`config.mk`:
```
export PLATFORM = sky130hd
export DESIGN_NAME = seq_alu
export DESIGN_NICKNAME = d
export VERILOG_FILES = /design/src/rtl/seq_alu.sv
export SDC_FILE = /design/constraint.sdc
export NUM_CORES = 1
export LEC_CHECK = 0
export CORE_UTILIZATION = 25
export DETAILED_ROUTE_END_ITERATION = 8
export PLACE_DENSITY = 0.53
export SETUP_SLACK_MARGIN = 0.05
export SLEW_MARGIN = 20
export SYNTH_ARGS = -nofsm -noshare
export SYNTH_HDL_FRONTEND = slang
export SYNTH_SLANG_ARGS = --single-unit
```
`constraint.sdc`:
```
create_clock -name clk -period 8.8 [get_ports clk]
set_input_delay 1.32 -clock clk [delete_from_list [all_inputs] [get_ports clk]]
set_output_delay 1.32 -clock clk [all_outputs]
set_load 0.02 [all_outputs]
```
`src/rtl/seq_alu.sv`:
```
`default_nettype none
// seq_alu: registered ALU with a start/busy/done handshake, signed-overflow flag
// and a WIDTH-iteration shift-add multiplier.
module seq_alu #(
  parameter int WIDTH = 16
) (
  input  logic             clk,
  input  logic             rst_n,
  input  logic             start,
  input  logic [2:0]       opc,
  input  logic [WIDTH-1:0] inA,
  input  logic [WIDTH-1:0] inB,
  input  logic             inC,
  output logic             busy,
  output logic             done,
  output logic [WIDTH-1:0] outW,
  output logic             zer,
  output logic             neg,
  output logic             ovf
);

  localparam int SHW = $clog2(WIDTH);
  localparam logic [SHW-1:0] CNT_LAST = SHW'(WIDTH - 1);

  localparam logic [2:0] OP_ADD = 3'b000;
  localparam logic [2:0] OP_SUB = 3'b001;
  localparam logic [2:0] OP_AND = 3'b010;
  localparam logic [2:0] OP_OR  = 3'b011;
  localparam logic [2:0] OP_XOR = 3'b100;
  localparam logic [2:0] OP_SHL = 3'b101;
  localparam logic [2:0] OP_MUL = 3'b110;

  typedef enum logic [1:0] {
    S_IDLE = 2'd0,
    S_MUL  = 2'd1,
    S_DONE = 2'd2
  } state_t;

  state_t state, state_next;

  logic [WIDTH-1:0]   a_reg;
  logic [2*WIDTH-1:0] acc;
  logic [SHW-1:0]     cnt;

  logic [WIDTH:0]     add_full;
  logic [WIDTH:0]     sub_full;
  logic [WIDTH:0]     mac;
  logic [2*WIDTH-1:0] acc_next;
  logic [WIDTH-1:0]   alu_res;
  logic [WIDTH-1:0]   res_val;
  logic               alu_ovf;
  logic               ovf_val;
  logic               accept;
  logic               mul_start;
  logic               mul_last;
  logic               load_res;

  // Subtraction as A + ~B + ~C so both ops share the carry-based overflow rule:
  // overflow = carry out of the MSB xor carry into it.
  assign add_full = {1'b0, inA} + {1'b0, inB} + {{WIDTH{1'b0}}, inC};
  assign sub_full = {1'b0, inA} + {1'b0, ~inB} + {{WIDTH{1'b0}}, ~inC};

  always_comb begin
    alu_res = '0;
    alu_ovf = 1'b0;
    case (opc)
      OP_ADD: begin
        alu_res = add_full[WIDTH-1:0];
        alu_ovf = add_full[WIDTH] ^ add_full[WIDTH-1] ^ inA[WIDTH-1] ^ inB[WIDTH-1];
      end
      OP_SUB: begin
        alu_res = sub_full[WIDTH-1:0];
        alu_ovf = sub_full[WIDTH] ^ sub_full[WIDTH-1] ^ inA[WIDTH-1] ^ ~inB[WIDTH-1];
      end
      OP_AND:  alu_res = inA & inB;
      OP_OR:   alu_res = inA | inB;
      OP_XOR:  alu_res = inA ^ inB;
      OP_SHL:  alu_res = inA << inB[SHW-1:0];
      OP_MUL:  alu_res = '0;
      default: alu_res = inB;
    endcase
  end

  // The low half of the accumulator starts as B and doubles as the multiplier
  // shift register; its LSB selects whether A is added into the upper half.
  assign mac      = {1'b0, acc[2*WIDTH-1:WIDTH]} + (acc[0] ? {1'b0, a_reg} : '0);
  assign acc_next = {mac, acc[WIDTH-1:1]};

  always_comb begin
    state_next = state;
    accept     = 1'b0;
    mul_start  = 1'b0;
    mul_last   = 1'b0;
    case (state)
      S_MUL: begin
        mul_last = (cnt == CNT_LAST);
        if (mul_last) state_next = S_DONE;
      end
      default: begin
        if (start) begin
          accept = 1'b1;
          if (opc == OP_MUL) begin
            mul_start  = 1'b1;
            state_next = S_MUL;
          end else begin
            state_next = S_DONE;
          end
        end else begin
          state_next = S_IDLE;
        end
      end
    endcase
  end

  assign load_res = (accept && !mul_start) || mul_last;
  assign res_val  = mul_last ? acc_next[WIDTH-1:0] : alu_res;
  assign ovf_val  = mul_last ? (|acc_next[2*WIDTH-1:WIDTH]) : alu_ovf;

  always_ff @(posedge clk or negedge rst_n) begin
    if (!rst_n) state <= S_IDLE;
    else        state <= state_next;
  end

  always_ff @(posedge clk or negedge rst_n) begin
    if (!rst_n) begin
      a_reg <= '0;
      acc   <= '0;
      cnt   <= '0;
      outW  <= '0;
      zer   <= 1'b0;
      neg   <= 1'b0;
      ovf   <= 1'b0;
    end else begin
      if (mul_start) begin
        a_reg <= inA;
        acc   <= {{WIDTH{1'b0}}, inB};
        cnt   <= '0;
      end else if (state == S_MUL) begin
        acc <= acc_next;
        cnt <= cnt + 1'b1;
      end
      if (load_res) begin
        outW <= res_val;
        zer  <= (res_val == '0);
        neg  <= res_val[WIDTH-1];
        ovf  <= ovf_val;
      end
    end
  end

  assign busy = (state == S_MUL);
  assign done = (state == S_DONE);

endmodule
`default_nettype wire

```
==> impl_results.md <==
- Vias/cell: 5.44
- Initial Utilization: 25.6%
- Wire length on met3: 2.14 mm
- Worst-Margin Slew: 1.04 ns
- Final ANT Viol Nets: 0
- Worst Path Required: 9.04 ns
- Pwr dens: 173 nW/um^2
- Final Hold Fails: 0
- Post-Syn Instances: 950
- Most used DFF post-synth: dfrtp_1
- Hold-fix buffers, CTS: 0
- CP max FO: 19
- Int Power: 932 uW
- Vias: 7411
- Clk_skew: 0.00914 ns
- Root Driver: clkbuf_16
- Max_cap viols: 0
- Placed cell areas: 8610 um^2
- Die area: 31400 um^2
- Unrepaired setup endpoints after global routing: false
- Row count: 63
- Min Clock Period, post-route: 5.91 ns
- CTS clk-pin slew, worst paths: 0.06 ns
- Ant diodes: 0
- Reg area: 1800 um^2
- Fraction of final layout cells with drive strength greater than 1: 8.22%
- Aggregate global-route resource usage: 18.2%
- Largest net degree at the start of global routing: 73
- Fin. max-slew vios: 0
- # Post-CTS Setup Buffers: 0
- DRC Markers: 0
- Switch Pwr: 606 uW
- Asr flop ratio synth: 100%
- CP Launch Type: input port
- GPL Wtd Cong: 0.960
- Logic gate share of total power: 44.0%
- Multi-input logic area: 5450 um^2
- Die Height: 177 um
- Fraction of power spent switching nets: 39.4%
- TritonCTS Sinks: 72
- Synth Area per Inst: 8.08 um^2
- H-tree depth: 3
- I/O Buffers: 59
- Initial antenna violation count: 1
- Nets: 1085
- Core area: 30000 um^2
- Synth cell types: 73
- PostCTS Resize Cnt: 0
- TritonCTS clock tree: yes
- Top achievable clock speed: 169 MHz
- #FFs+latches synth: 72
- Mapped cell area: 7680 um^2
- Latest clock arrival within the worst-skew pair: 0.33 ns
- Outcome: finished, final reports clean
- Fin crit share: 67.1%
- Routed wire length: 28.1 mm
- Worst path cell trace: clkdlybuf4s50_1 -> clkinv_1 -> fa_1 -> nand2b_1 -> a21oi_1 -> o21ai_0 -> a221o_1 -> a2111oi_2 -> o2111ai_1 -> nor4b_1 -> nand4b_1 -> o31ai_1
- Endpoints failing setup: 0
- Syn. warnings: 0
- Total gr overflow: 0
- Top layer in use: met4
- Pre-antenna DRT Iters: 5
- Min Hold Slack: 0.466 ns
- Setup TNS: 0 ns
- Met2 wire len: 12.6 mm
- Slowest-stage cell, CP: clkdlybuf4s50_1
- Clock power share: 23.3%
- Initial DRC count: 725
- CTS buffer count: 9
- Area Overhead vs Synth: 15.8%
- Post-synthesis sequential area ratio: 23.5%
- Setup crit end kind: flop
- Leak Pwr: 3.82 nW
- Reg-to-reg slack, setup: 4.42 ns
- Crit-path max cell delay: 1.03 ns
- CP Class: in -> reg
- Detail Placement HPWL: 21.5 mm
- Finished Cell Area: 8890 um^2
- Die W: 177 um
- Max reg flops: 32
- Worst EP arrival: 6.15 ns
- M1 WL: 12.5 mm
- Class of the worst hold path: reg -> reg
- Post-synth EDFFs: 0
- FILL cells: 3263
- Max-slew headroom: 30.4%
- Worst VDD drop: 0.0000983 V
- Global-route wire length before repair: 43.5 mm
- Longest Clk Path Bufs: 2
- Vias in the first global route: 7281
- Syn_nets: 1067
- Final core occ: 29.7%
- Io pins: 60
- Flop pwr share: 32.6%
- Routed len/inst: 20.6 um
## worst paths after layout
path | startpoint | endpoint | depth (start not counted)
worst max register to register | state[1] | zer | 12
max in group asynchronous | rst_n | outW[4] | 1
min in group asynchronous | rst_n | a_reg[8] | 1
worst min-delay path | outW[5] | outW[5] | 2
worst min register to register | outW[5] | outW[5] | 2
worst max-delay path | inB[1] | zer | 12
## routing by layer
metal | up-vias | global-route usage (%)
met3 | 40 | 4.55
li1 | 3521 | -
met1 | 3602 | 23.9
met5 | - | 0
met4 | 0 | 6.34
met2 | 248 | 28.9
## through the flow
step	setup WS (ns)	cells	total power [mW]
floorplan	3.94	950	0.946
global placement	2.67	1347	1.18
detailed placement	2.56	1347	1.18
CTS	2.89	1363	1.55
global route	2.44	1363	1.65
finish	2.89	1363	1.54
## cell usage in the layout, fill, tap and decap left out, types with 6 or more instances in the layout
cell / instances
a21oi_1: 70
nor2_1: 66
nor3_1: 23
buf_4: 12
a211oi_1: 11
inv_1: 50
nor2b_1: 9
xnor2_1: 7
o211ai_1: 10
o21a_1: 6
o21ai_0: 71
nand3_1: 46
nand2_1: 86
a221oi_1: 15
nor4_1: 10
or3_1: 7
nand2b_1: 15
a21o_1: 21
and2_1: 23
mux2_2: 29
mux4_2: 12
mux2i_1: 16
nand4_1: 6
clkbuf_16: 9
a31oi_1: 11
and3_1: 10
ha_1: 73
dfrtp_1: 72
xor2_1: 11
clkdlybuf4s50_1: 58
a211o_1: 6
## logic make-up (layout without fill, tap and decap cells)
kind of cell | Yosys count | in the layout | share of synthesized area (%)
xor gates and xnor gates | 18 | 18 | 2.05
and+or+nand+nor | 322 | 322 | 20.5
AOI/OAI and AO/OA | 287 | 287 | 25.1
muxes | 57 | 57 | 9.86
adders and majority gates | 78 | 78 | 13.2
buffers and inverters | 116 | 139 | 5.82
DFF | 72 | 72 | 23.5
## cell usage after synthesis (16+ instances only)
master / n / area [um^2]
nand3_1: 46 / 230
nand2_1: 87 / 327
nor3_1: 25 / 125
nor2_1: 66 / 248
mux2i_1: 16 / 160
a21oi_1: 70 / 350
mux2_2: 29 / 327
inv_1: 50 / 188
clkbuf_1: 49 / 184
and2_1: 23 / 144
dfrtp_1: 72 / 1800
a21o_1: 21 / 158
ha_1: 73 / 913
o21ai_0: 71 / 355
## power by group through the flow
stage / Clock (mW) / Sequential, mW / Combinational, mW
after floorplan: 0 / 0.505 / 0.441
after global placement: 0 / 0.507 / 0.671
after detailed placement: 0 / 0.509 / 0.671
after CTS: 0.369 / 0.504 / 0.675
after global routing: 0.383 / 0.517 / 0.752
final: 0.359 / 0.502 / 0.677
## area by class of cell
cell class	count	area share, %
Timing Repair Buffer	70	7.55
Sequential cell	72	20.3
Inverter	53	2.24
Clock buffer	12	2.66
Multi-Input combinational cell	762	61.3
Tap cell	390	5.49
Clock inverter	4	0.507
## critical path, delay by kind of cell
family | cells | cell delay, ns
buf+inv | 2 | 1.64
simple gates | 3 | 0.80
compound gates | 6 | 1.82
fa+ha+maj | 1 | 0.57
Note: power is estimated with default switching activity, not from simulation.
